File: src/rtl/viterbi_ctrl_pkg.sv
// Shared definitions for the Viterbi ACS stage sequencer: FSM states, default
// sizing and the survivor-state encoding.
package viterbi_ctrl_pkg;

  localparam int W_DEF          = 8;
  localparam int NUM_STAGES_DEF = 4;
  localparam int ACS_LAT_DEF    = 3;
  localparam int INIT_PM00      = 0;
  localparam int INIT_PM11_DEF  = 64;

  // Bit shifted into a survivor history when that state is the destination.
  localparam logic ST_00 = 1'b0;
  localparam logic ST_11 = 1'b1;

  typedef enum logic [2:0] {
    S_IDLE   = 3'd0,
    S_LOAD   = 3'd1,
    S_WAIT   = 3'd2,
    S_COMMIT = 3'd3,
    S_DONE   = 3'd4
  } ctrl_state_e;

endpackage

File: src/rtl/viterbi_reg_exchange.sv
// Register-exchange survivor memory for the 2-state (00/11) trellis. Each
// enabled cycle copies the chosen predecessor history and appends the state bit.
module viterbi_reg_exchange
  import viterbi_ctrl_pkg::*;
#(
  parameter int N = NUM_STAGES_DEF
) (
  input  logic         CLK,
  input  logic         RST_N,
  input  logic         clr_i,
  input  logic         en_i,
  input  logic         dec_00_i,
  input  logic         dec_11_i,
  output logic [N-1:0] hist_00_o,
  output logic [N-1:0] hist_11_o
);

  logic [N-1:0] hist_00_q, hist_11_q;
  logic [N-1:0] src_00, src_11;

  // Both sources read the pre-update histories, so the swap case is safe.
  assign src_00 = dec_00_i ? hist_11_q : hist_00_q;
  assign src_11 = dec_11_i ? hist_00_q : hist_11_q;

  always_ff @(posedge CLK) begin
    if (!RST_N || clr_i) begin
      hist_00_q <= '0;
      hist_11_q <= '0;
    end else if (en_i) begin
      hist_00_q <= {src_00[N-2:0], ST_00};
      hist_11_q <= {src_11[N-2:0], ST_11};
    end
  end

  assign hist_00_o = hist_00_q;
  assign hist_11_o = hist_11_q;

endmodule

File: src/rtl/viterbi_stage_ctrl.sv
// Per-stage sequencer for an external pipelined 2-state ACS butterfly.
// Define PM_NORM_EN to store metrics normalised so the smaller one is zero.
module viterbi_stage_ctrl
  import viterbi_ctrl_pkg::*;
#(
  parameter int W          = W_DEF,
  parameter int NUM_STAGES = NUM_STAGES_DEF,
  parameter int ACS_LAT    = ACS_LAT_DEF,
  parameter int INIT_PM11  = INIT_PM11_DEF
) (
  input  logic                  CLK,
  input  logic                  RST_N,
  input  logic                  start,
  input  logic                  sym_valid,
  input  logic [W-1:0]          sym_r0,
  input  logic [W-1:0]          sym_r1,
  output logic                  sym_ready,
  output logic                  acs_issue,
  output logic [W-1:0]          acs_r0,
  output logic [W-1:0]          acs_r1,
  output logic [W-1:0]          acs_pm00,
  output logic [W-1:0]          acs_pm11,
  input  logic [W-1:0]          acs_end_00,
  input  logic [W-1:0]          acs_end_11,
  input  logic                  acs_dec_00,
  input  logic                  acs_dec_11,
  output logic                  busy,
  output logic                  done,
  output logic                  best_state,
  output logic [NUM_STAGES-1:0] best_path,
  output logic [W-1:0]          pm_00,
  output logic [W-1:0]          pm_11,
  output logic [2:0]            dbg_state
);

  localparam int WC_W = $clog2(ACS_LAT + 1);
  localparam int SC_W = $clog2(NUM_STAGES + 1);

  // Handshake: a symbol pair transfers on a rising edge where sym_valid and
  // sym_ready are both high; sym_ready is registered and high only in LOAD.
  ctrl_state_e state_q, state_d;

  logic                  sym_ready_q, acs_issue_q, done_q, best_state_q;
  logic [W-1:0]          acs_r0_q, acs_r1_q, acs_pm00_q, acs_pm11_q;
  logic [W-1:0]          pm_00_q, pm_11_q;
  logic [NUM_STAGES-1:0] best_path_q;
  logic [WC_W-1:0]       wait_cnt_q;
  logic [SC_W-1:0]       stage_cnt_q;
  logic                  start_fire, load_fire, commit_fire;
  logic [NUM_STAGES-1:0] hist_00, hist_11;
  logic signed [W-1:0]   end_00_s, end_11_s, pm_new_00, pm_new_11;

  assign start_fire  = (state_q == S_IDLE) && start;
  assign load_fire   = (state_q == S_LOAD) && sym_valid && sym_ready_q;
  assign commit_fire = (state_q == S_COMMIT);

  always_comb begin
    state_d = state_q;
    case (state_q)
      S_IDLE:   if (start) state_d = S_LOAD;
      S_LOAD:   if (sym_valid && sym_ready_q) state_d = S_WAIT;
      S_WAIT:   if (wait_cnt_q == WC_W'(1)) state_d = S_COMMIT;
      S_COMMIT: state_d = (stage_cnt_q == SC_W'(NUM_STAGES - 1)) ? S_DONE : S_LOAD;
      S_DONE:   state_d = S_IDLE;
      default:  state_d = S_IDLE;
    endcase
  end

  always_ff @(posedge CLK) begin
    if (!RST_N) state_q <= S_IDLE;
    else        state_q <= state_d;
  end

  assign end_00_s = acs_end_00;
  assign end_11_s = acs_end_11;

`ifdef PM_NORM_EN
  logic signed [W-1:0] end_min;
  assign end_min   = (end_11_s < end_00_s) ? end_11_s : end_00_s;
  assign pm_new_00 = end_00_s - end_min;
  assign pm_new_11 = end_11_s - end_min;
`else
  assign pm_new_00 = end_00_s;
  assign pm_new_11 = end_11_s;
`endif

  always_ff @(posedge CLK) begin
    if (!RST_N) begin
      sym_ready_q  <= 1'b0;
      acs_issue_q  <= 1'b0;
      done_q       <= 1'b0;
      acs_r0_q     <= '0;
      acs_r1_q     <= '0;
      acs_pm00_q   <= '0;
      acs_pm11_q   <= '0;
      pm_00_q      <= W'(INIT_PM00);
      pm_11_q      <= W'(INIT_PM11);
      wait_cnt_q   <= '0;
      stage_cnt_q  <= '0;
      best_state_q <= 1'b0;
      best_path_q  <= '0;
    end else begin
      sym_ready_q <= (state_d == S_LOAD);
      // Issue lands one cycle after the handshake, while the counter is full.
      acs_issue_q <= (state_q == S_WAIT) && (wait_cnt_q == WC_W'(ACS_LAT));
      done_q      <= (state_q == S_DONE);

      if (start_fire) begin
        pm_00_q      <= W'(INIT_PM00);
        pm_11_q      <= W'(INIT_PM11);
        stage_cnt_q  <= '0;
        best_state_q <= 1'b0;
        best_path_q  <= '0;
      end

      if (load_fire) begin
        acs_r0_q   <= sym_r0;
        acs_r1_q   <= sym_r1;
        acs_pm00_q <= pm_00_q;
        acs_pm11_q <= pm_11_q;
        wait_cnt_q <= WC_W'(ACS_LAT);
      end else if (state_q == S_WAIT) begin
        wait_cnt_q <= wait_cnt_q - WC_W'(1);
      end

      if (commit_fire) begin
        pm_00_q     <= pm_new_00;
        pm_11_q     <= pm_new_11;
        stage_cnt_q <= stage_cnt_q + SC_W'(1);
      end

      if (state_q == S_DONE) begin
        // Strict less-than: a metric tie resolves to state 00.
        best_state_q <= ($signed(pm_11_q) < $signed(pm_00_q)) ? ST_11 : ST_00;
        best_path_q  <= ($signed(pm_11_q) < $signed(pm_00_q)) ? hist_11 : hist_00;
      end
    end
  end

  viterbi_reg_exchange #(.N(NUM_STAGES)) u_rx (
    .CLK       (CLK),
    .RST_N     (RST_N),
    .clr_i     (start_fire),
    .en_i      (commit_fire),
    .dec_00_i  (acs_dec_00),
    .dec_11_i  (acs_dec_11),
    .hist_00_o (hist_00),
    .hist_11_o (hist_11)
  );

  assign sym_ready  = sym_ready_q;
  assign acs_issue  = acs_issue_q;
  assign acs_r0     = acs_r0_q;
  assign acs_r1     = acs_r1_q;
  assign acs_pm00   = acs_pm00_q;
  assign acs_pm11   = acs_pm11_q;
  assign busy       = (state_q != S_IDLE);
  assign done       = done_q;
  assign best_state = best_state_q;
  assign best_path  = best_path_q;
  assign pm_00      = pm_00_q;
  assign pm_11      = pm_11_q;
  assign dbg_state  = state_q;

endmodule

File: config.mk
export PLATFORM = sky130hd
export DESIGN_NAME = viterbi_stage_ctrl
export DESIGN_NICKNAME = d
export VERILOG_FILES = /design/src/rtl/viterbi_ctrl_pkg.sv /design/src/rtl/viterbi_reg_exchange.sv /design/src/rtl/viterbi_stage_ctrl.sv
export SDC_FILE = /design/constraint.sdc
export NUM_CORES = 1
export LEC_CHECK = 0
export CAP_MARGIN = 20
export CORE_UTILIZATION = 25
export DETAILED_ROUTE_END_ITERATION = 10
export GPL_TIMING_DRIVEN = 1
export SYNTH_ARGS = -nofsm -noshare
export SYNTH_HDL_FRONTEND = slang
export SYNTH_SLANG_ARGS = --single-unit
File: constraint.sdc
create_clock -name CLK -period 1.79 [get_ports CLK]
set_input_delay 0.2685 -clock CLK [delete_from_list [all_inputs] [get_ports CLK]]
set_output_delay 0.2685 -clock CLK [all_outputs]
set_load 0.03 [all_outputs]
# Word-level counts from Yosys, hierarchy flattened
# Index checks and enable logic that the tools add are counted.
[op_classes]
addsub = 2
n_lt_le_gt_ge = 1
eq_ne = 8
n_mux = 21
n_reduce_logical = 12
[op_table]
columns = ["op", "n"]
rows = [
  ["$mux W8", 4],
  ["$mux W3", 8],
  ["$mux W4", 3],
  ["$pmux W3 S4", 1],
  ["$eq A3 B2 Y1 const B", 3],
  ["$lt A8 B8 Y1", 1],
  ["$eq A3 B1 Y1 const B", 2],
  ["$reduce_bool A2 Y1", 3],
  ["$logic_and A1 B1 Y1", 5],
  ["$mux W2", 2],
  ["$add A3 B1 Y3 const B", 1],
  ["$eq A3 B3 Y1 const B", 1],
  ["$logic_not A3 Y1", 1],
  ["$mux W1", 3],
  ["$reduce_bool A3 Y1", 1],
  ["$eq A2 B1 Y1 const B", 1],
  ["$eq A2 B2 Y1 const B", 1],
  ["$sub A2 B1 Y2 const B", 1],
  ["$logic_not A1 Y1", 1],
  ["$logic_or A1 B1 Y1", 1],
]
[totals]
ff_bits = 71
inputBits = 38
output_inout_bits = 60
elab_cells = 60

# Logic depth before layout (Yosys ltp)
# Gate-level depths: netlist of the first run.
[depth]
depth_word = 4
depth_mapped = 7
depth_no_buf = 7

# Modules after synthesis
# A second synthesis of the first run with hierarchy kept.
[unflattened]
hier_cells = 354
hier_area_um2 = 3007.9
[by_module_without_submodules]
columns = ["module", "instances", "cells_each", "area_each_um2", "seq_area_each_um2"]
rows = [
  ["viterbi_stage_ctrl", 1, 323, 2711.4, 1281.2],
  ["viterbi_reg_exchange", 1, 31, 296.5, 140.1],
]

# Worst setup path after synthesis of the first run
# Ideal clock, no wire load.
[synth_path]
kind = "flip-flop to flip-flop"
start = "register pm_00_q[5] (netlist: pm_00[5])"
end = "register best_path_q[3] (netlist: best_path[3])"
setup_ps = 62
arrival_ps = 2055
t_required_ps = 1728
path_slack_ps = -327
stages_incl_launch_ff = 8
n_path_buf = 0
synth_period_minus_slack_ps = 2117
path_cell_list = "dfxtp_1 > inv_1 > ha_1 > a21o_1 > a2111oi_2 > o21ai_1 > or3_1 > nand3_1"
[synth_between]
elab_chain_cells = 3
[synth_lines]
columns = ["item", "line", "rtl"]
rows = [
  ["from (decl)", "viterbi_stage_ctrl.sv:45", "logic [W-1:0] pm_00_q, pm_11_q;"],
  ["from (signal assigned)", "viterbi_stage_ctrl.sv:96", "pm_00_q <= W'(INIT_PM00);"],
  ["from (signal assigned)", "viterbi_stage_ctrl.sv:109", "pm_00_q <= W'(INIT_PM00);"],
  ["from (signal assigned)", "viterbi_stage_ctrl.sv:127", "pm_00_q <= pm_new_00;"],
  ["$lt A8 B8 Y1", "viterbi_stage_ctrl.sv:135", "best_path_q <= ($signed(pm_11_q) < $signed(pm_00_q)) ? hist_11 : hist_00;"],
  ["$mux W4", "viterbi_stage_ctrl.sv:135", ""],
  ["$mux W4", "viterbi_stage_ctrl.sv:132", "if (state_q == S_DONE) begin"],
  ["to (signal assigned)", "viterbi_stage_ctrl.sv:135", ""],
  ["to (decl)", "viterbi_stage_ctrl.sv:46", "logic [NUM_STAGES-1:0] best_path_q;"],
]
# No other way between the ends.
# A chain may end at the register's enable or synchronous reset.

# Final worst setup path of the first run
# Same ends and word-level chain as after synthesis.

==> results of run 1 <==
==> layer usage <==
| metal | wire length (um) | global-route usage (%) | up-vias | share of wire [%] |
|---|---|---|---|---|
| met5 | 0 | 0 | - | 0 |
| met4 | 114 | 5.405 | 0 | 1.4 |
| met3 | 714 | 6.206 | 10 | 8.8 |
| met2 | 3668 | 22.24 | 75 | 45 |
| met1 | 3592 | 15.46 | 1250 | 44 |
| li1 | - | - | 1351 | - |
==> cell type report <==
type                    instances  area (sq um)  area share (%)
clock buffers                  11         252.7           5.464
clock inverters                 5         56.30           1.217
inverters                      13         48.80           1.055
multi-input cells             230          1485           32.11
flip-flops and latches         71          1431           30.94
well taps                     143         178.9           3.868
repair buffers                119          1172           25.34
==> worst max-delay path: cells and delay by family, from the launching register on <==
kind,cells,cell delay (ns)
AOI/OAI and AO/OA,3,0.67
adders and majority gates,1,0.20
buffers and inverters,1,0.04
DFF,1,0.35
and+or+nand+nor,2,0.46
==> sequential cells by signal (all words and copies together) (netlist names) <==
register	cells
dbg_state	3
done	1
pm_11	8
acs_issue	1
sym_ready	1
best_path	4
stage_cnt_q	3
pm_00	8
best_state	1
acs_pm00	8
wait_cnt_q	2
u_rx.hist_11_o	4
acs_pm11	8
u_rx.hist_00_o	3
acs_r1	8
acs_r0	8
==> cell families (layout without fill, tap and decap cells) <==
logic type / Yosys count / in the layout
multiplexers: 5 / 5
XOR/XNOR: 1 / 1
AND/OR/NAND/NOR: 139 / 139
adder cells (fa/ha/maj): 11 / 11
flip-flops: 71 / 71
AO/OA/AOI/OAI: 74 / 74
buffers and inverters: 32 / 148
==> power by group through the flow <==
stage | clock, mW | sequential (mW) | combinational, mW
3_3_place_gp | 0 | 1.65 | 0.329
5_1_grt | 1.97 | 1.62 | 0.354
2_1_floorplan | 0 | 1.68 | 0.137
6_report | 1.84 | 1.61 | 0.327
4_1_cts | 1.90 | 1.62 | 0.332
3_5_place_dp | 0 | 1.65 | 0.334
==> worst max-delay path by stage <==
| stage | start | endpoint | slack, ns | depth (start not counted) |
|---|---|---|---|---|
| 6_report | pm_00[5]$_SDFFE_PN0P_ | best_path[3]$_SDFFE_PN0P_ | 0.02 | 7 |
| 5_1_grt | pm_00[5]$_SDFFE_PN0P_ | best_path[3]$_SDFFE_PN0P_ | -0.06 | 7 |
| 4_1_cts | dbg_state[1]$_SDFF_PN0_ | dbg_state[1] | 0.008 | 1 |
| 3_5_place_dp | start | stage_cnt_q[2]$_SDFFE_PN0P_ | -0.12 | 6 |
| 3_3_place_gp | start | stage_cnt_q[2]$_SDFFE_PN0P_ | -0.10 | 6 |
| 2_1_floorplan | pm_00[5]$_SDFFE_PN0P_ | best_path[0]$_SDFFE_PN0P_ | 0.02 | 7 |
==> stage by stage <==
| step | setup TNS [ns] | std cells |
|---|---|---|
| 2_1_floorplan | 0 | 333 |
| 3_3_place_gp | -0.3912 | 575 |
| 3_5_place_dp | -1.107 | 575 |
| 4_1_cts | 0 | 591 |
| 5_1_grt | -0.09783 | 592 |
| 6_report | 0 | 592 |
==> synth_stat cells (7+ instances only) <==
master	number
nand2_1	78
nor2_1	12
a21oi_1	7
nor2b_1	18
nand3_1	9
clkbuf_1	9
a22oi_2	10
ha_1	11
inv_1	12
a21boi_0	34
dfxtp_1	71
==> timing repair <==
item / CTS / global route
pin swaps: 2 / 0
setup endpoints to repair: 6 / 7
resized for setup: 5 / 4
setup buffers: 0 / 1
hold buffers: 0 / 0
==> summary.txt, run 1 <==
Pwr
  • Sequential share of power: 42.7%
  • Largest vdd supply drop: 0.0004351 V
  • Pleak: 1.682 nW
  • Switching Fraction: 22.92%
  • Switching pwr: 0.8669 mW
  • Combinational power share: 8.7%
  • Total power: 3.782 mW
  • Internal: 2.915 mW
  • Clock Power Share: 48.7%
  • Power per Cell Area: 817.7 nW/um^2

Logic synthesis
  • Post-synth EDFFs: 0
  • Unique cell type count in the Yosys netlist: 40
  • Xor and xnor fraction of the mapped netlist area: 0.2902%
  • Synth async-reset ratio: 0%
  • Mux share of post-synthesis cell area: 1.658%
  • Top cells by area, synth: dfxtp_1, nand2_1, a21boi_0
  • Register bit total from synthesis: 71
  • Synth area leader: dfxtp_1
  • Synth Flop Type: dfxtp_1
  • Synth Area per Inst: 9.063 sq um
  • Simple-gate area share of the yosys netlist: 21.77%
  • Synth Area in Compound Gates: 19.65%
  • Sequential area share after synthesis: 47.10%
  • Synthesized area: 3018 sq um
  • Ys Warns: 0
  • Largest family of logic cells by synthesized area: simple AND/OR/NAND/NOR gates
  • Synth Instances: 333
  • Adder-cell share of the synthesized area: 4.561%
  • Synth top area share: 47.10%
  • Syn_nets: 382

Die
  • I/O Pins: 98
  • Die Ht: 111.9 um
  • Number of placement rows: 39
  • Die width: 111.9 um
  • Starting density of the core: 25.99%
  • Core region area: 11610 sq um
  • Die area: 12510 sq um

Route
  • Residual DRC: 6
  • Initial DRC Count: 129
  • Routed vias/inst: 4.537
  • Post-DR wirelength/cell: 13.66 um
  • Drt total wl: 8089 um
  • Antenna viol nets, final: 0
  • Via Count: 2686
  • TritonRoute pass-1 iters: 11

Critical path
  • FF-to-FF Start: pm_00[5]$_SDFFE_PN0P_
  • R2R cell count: 7
  • Setup crit end kind: flop
  • Worst EP required: 2.06 ns
  • Worst-path cell chain: inv_2 > ha_4 > a21o_1 > a2111oi_4 > o21ai_2 > or3_1 > nand3_1
  • Max stage delay on crit path: 0.39 ns
  • WS Path Type: flop to flop
  • Worst R2R Setup Slack: 0.02 ns
  • Worst EP arrival: 2.05 ns
  • CP startpoint kind: flop
  • Critical-path top delay cell: or3_1
  • CP max FO: 6
  • Critical register-to-register path endpoint: best_path[3]$_SDFFE_PN0P_

CTS
  • Clk buf depth: 2
  • Clk sinks: 71
  • Clk root buf: clkbuf_16
  • H-tree levels: 3
  • CTS Buf Count: 9
  • Clock-pin slew on the worst setup and hold paths: 0.06 ns
  • Worst-Skew Late Latency: 0.33 ns
  • CTS tree: built

Layout
  • Synthesis-to-finish area growth: 53.28%
  • Share of cells above drive strength 1: 14.03%
  • Final nets: 493
  • Commonest non-fill, non-tap cell in the layout: clkdlybuf4s50_1
  • Ant diodes: 0
  • Final Instance Area: 4626 sq um
  • Post-layout util: 39.83%
  • Number of fill cells: 1174
  • Most frequent cells in the layout: clkdlybuf4s50_1, nand2_1, dfxtp_1

Global routing
  • Vias in the first global route: 2681
  • Initial antenna violation count: 0
  • Gr usage total: 13.63%
  • Global-route wire length before repair: 13270 um
  • Largest net degree at the start of global routing: 37
  • Grt ovf: 0

Place
  • Post-DP HPWL: 5605 um
  • Place WS: -0.1210 ns
  • Placed Area: 4290 sq um
  • Port bufs: 97
  • GP Congestion: 0.7220

Timing
  • Relative slew slack: 76.70%
  • Final Setup Violations: 0
  • Worst Hold Slack: 0.2508 ns
  • Final slew viol count: 0
  • Hold Fails Final Rpt: 0
  • Worst slew pin tran: 0.3484 ns
  • Min Tclk post-route: 1.773 ns
  • Final period util: 99.06%
  • Peak Freq: 0.5639 GHz
  • Worst setup margin: 0.01677 ns
  • RSZ-0062 raised after global routing: yes
  • Clock skew: 0.003591 ns

Min path
  • Hold Startpoint: RST_N
  • Number of cells on the worst hold path: 2
  • Hold endpoint: best_path[0]$_SDFFE_PN0P_
  • Worst Hold Class: input pin to flop

Run
  • Total of max-cap violations: 0

Run status
  • Failing checks: design-rule violations
  • Run status: finished with violations
Note: power is estimated with default switching activity, not from simulation.
==> inputs of run 2 (changes only) <==
CORE_MARGIN = 2   (was not set)
CORE_UTILIZATION = 41   (was 25)
PLACE_DENSITY = 0.75   (was not set)
==> run 2 against run 1 <==
Against the previous run: the flow now finishes without violations; global-route usage is 4.9 points higher; highest routed layer unchanged; clock power shrank 41%; cell count down 8.6%; register-to-register slack gained 0.07 ns; largest power group is now registers; core utilization increased by 21 points; combinational power is 2% lower; total power down 20%; largest cell class unchanged; sequential cell count stayed put; critical path depth fell by 5.
==> summary.txt, run 2 (synthesis gave the netlist of run 1 again) <==
Timing
  • Peak Freq: 0.5748 GHz (+1.9%)
  • Worst setup margin: 0.05029 ns (+0.03352 ns)
  • Min Tclk post-route: 1.740 ns (-0.03352 ns)
  • Final Setup Violations: 0 (unchanged)
  • RSZ-0062 raised after global routing: no
  • Hold Fails Final Rpt: 0 (unchanged)
  • Worst Hold Slack: 0.4218 ns (+0.1710 ns)
  • Final period util: 97.19% (-1.9 points)
  • Final slew viol count: 0 (unchanged)
  • Worst slew pin tran: 0.4928 ns (+0.1444 ns)
  • Clock skew: 0.006658 ns (+0.003066 ns)
  • Relative slew slack: 67.14% (-9.6 points)

Layout
  • Footprint of the multi-input gates: 1499 sq um (+0.93%)
  • Number of fill cells: 632 (-46%)
  • Final Non-Filler Cells: 541 (-8.6%)
  • Share of cells above drive strength 1: 12.67% (-1.4 points)
  • Most frequent cells in the layout: clkdlybuf4s50_1, nand2_1, dfxtp_1
  • Final nets: 488 (-1.0%)
  • Sequential Area: 1430 sq um (about the same)
  • Post-layout util: 61.19% (+21 points)
  • Commonest non-fill, non-tap cell in the layout: clkdlybuf4s50_1
  • Ant diodes: 0 (unchanged)
  • Synthesis-to-finish area growth: 45.48%

Critical path
  • CP max FO: 3 (-3)
  • Worst EP arrival: 1.47 ns (-0.58 ns)
  • Setup crit end kind: output port
  • R2R cell count: 7 (unchanged)
  • Worst-path cell chain: buf_4 > clkdlybuf4s50_1
  • Worst EP required: 1.52 ns (-0.54 ns)
  • Max stage delay on crit path: 0.67 ns (+0.28 ns)
  • CP startpoint kind: flop
  • WS Path Type: flop to output port
  • CP Depth: 2 (-5)
  • Crit-path leading delay family: buffers and inverters
  • Critical-path top delay cell: clkdlybuf4s50_1
  • Bufs and invs on worst path: 2 (+1)

Die
  • Number of placement rows: 31 (-21%)
  • I/O Pins: 98 (unchanged)
  • Die area: 8063 sq um (-36%)
  • Die Ht: 89.80 um (-20%)
  • Core region area: 7176 sq um (-38%)
  • Die width: 89.80 um (-20%)
  • Starting density of the core: 42.06% (+16 points)

Route
  • Via Count: 2618 (-2.5%)
  • Post-DR wirelength/cell: 13.35 um (-2.3%)
  • Initial DRC Count: 114 (-12%)
  • Residual DRC: 0 (-6)
  • Drt total wl: 7220 um (-11%)
  • TritonRoute pass-1 iters: 4 (-7)
  • Routed vias/inst: 4.839 (+6.7%)
  • Antenna viol nets, final: 0 (unchanged)

Pwr
  • Largest vdd supply drop: 0.0003854 V (-11%)
  • Power per Cell Area: 689.9 nW/um^2 (-16%)
  • Pleak: 1.590 nW (-5.5%)
  • Sequential share of power: 53.3% (+11 points)
  • Switching Fraction: 23.24% (+0.32 points)
  • Switching pwr: 0.7038 mW (-19%)
  • Clock Power Share: 36.0% (-13 points)
  • Combinational power share: 10.6% (+1.9 points)
  • Total power: 3.029 mW (-20%)
  • Internal: 2.325 mW (-20%)

Place
  • Place WS: -0.09881 ns (+0.02217 ns)
  • GP Congestion: 0.8385 (+16%)
  • Cells after DPL: 526 (-8.5%)
  • Port bufs: 97 (unchanged)
  • Post-DP HPWL: 5085 um (-9.3%)

CTS
  • Worst-Skew Late Latency: 0.33 ns (about the same)
  • Clk sinks: 71 (unchanged)
  • CTS Hold Bufs: 0 (unchanged)
  • CTS Buf Count: 9 (unchanged)
  • Clk root buf: clkbuf_8
  • CTS tree: built
  • Clock-pin slew on the worst setup and hold paths: 0.07 ns (about the same)
  • H-tree levels: 3 (unchanged)
  • Clk buf depth: 2 (unchanged)

Global routing
  • Initial antenna violation count: 0 (unchanged)
  • Vias in the first global route: 2562 (-4.4%)
  • Global-route wire length before repair: 12350 um (-6.9%)
  • Gr usage total: 18.54% (+4.9 points)
  • Grt ovf: 0 (unchanged)
  • Largest net degree at the start of global routing: 61 (+65%)

Run
  • Total of max-cap violations: 0 (unchanged)

Run status
  • Run status: finished clean

Min path
  • Worst Hold Class: input pin to flop
  • Number of cells on the worst hold path: 2 (unchanged)
[run 2: changes by cell type in the layout (fill, tap and decap cells not counted), moves of 2 or more]
cell / change
buf_4: -4
clkbuf_1: +2
clkbuf_16: -9
clkbuf_8: +9
dfxtp_2: +2
[run 2: worst reg2reg max path, delay by kind of cell (launching register included)]
kind            cells  cell delay [ns]
simple gates        2             0.41
compound gates      3             0.63
fa+ha+maj           1             0.20
flops               1             0.36
buf+inv             1             0.04
[run 2: per-stage QoR]
step,area [sq um],TNS [ns]
CTS,4375,-0.02530
finish,4390,0
detailed placement,4185,-0.4937
global placement,4185,-0.1842
floorplan,3045,0
global route,4390,0
[run 2: repair_timing]
| item | CTS | global route |
|---|---|---|
| endpoints found under the setup margin | 8 | 8 |
| gates cloned | 0 | 0 |
| pin swaps | 5 | 4 |
| resized for setup | 8 | 4 |
| setup buffers | 1 | 0 |
[run 2: metal layers]
| layer | routed length, um | part of all wire (%) | global-route usage (%) |
|---|---|---|---|
| met5 | 0 | 0 | 0 |
| met4 | 67 | 0.93 | 6.667 |
| met3 | 485 | 6.7 | 6.622 |
| met2 | 3389 | 47 | 30.24 |
| met1 | 3278 | 45 | 22.66 |
[run 2: worst paths after layout]
path,start,to,slack (ns)
hold / removal,RST_N,done$_SDFF_PN0_,0.42
setup reg to reg,pm_00[5]$_SDFFE_PN0P_,best_path[3]$_SDFFE_PN0P_,0.09
setup / recovery,pm_00[5]$_SDFFE_PN0P_,pm_00[5],0.05
hold reg to reg,acs_r0[2]$_SDFFE_PN0P_,acs_r0[2]$_SDFFE_PN0P_,0.46
[run 2: cell type report]
class                           count  area share, %
Clock buffer                       13          3.619
Clock inverter                      1         0.1140
Inverter                           13          1.168
Multi-Input combinational cell    230          34.14
Sequential cell                    71          32.57
Tap cell                           99          2.821
Timing Repair Buffer              114          25.56
[run 2: power by group through the flow]
stage	sequential [mW]	combinational, mW	clock [mW]
4_1_cts	1.62	0.325	1.13
3_5_place_dp	1.65	0.327	0
6_report	1.62	0.322	1.09
2_1_floorplan	1.68	0.137	0
5_1_grt	1.62	0.349	1.20
3_3_place_gp	1.65	0.322	0
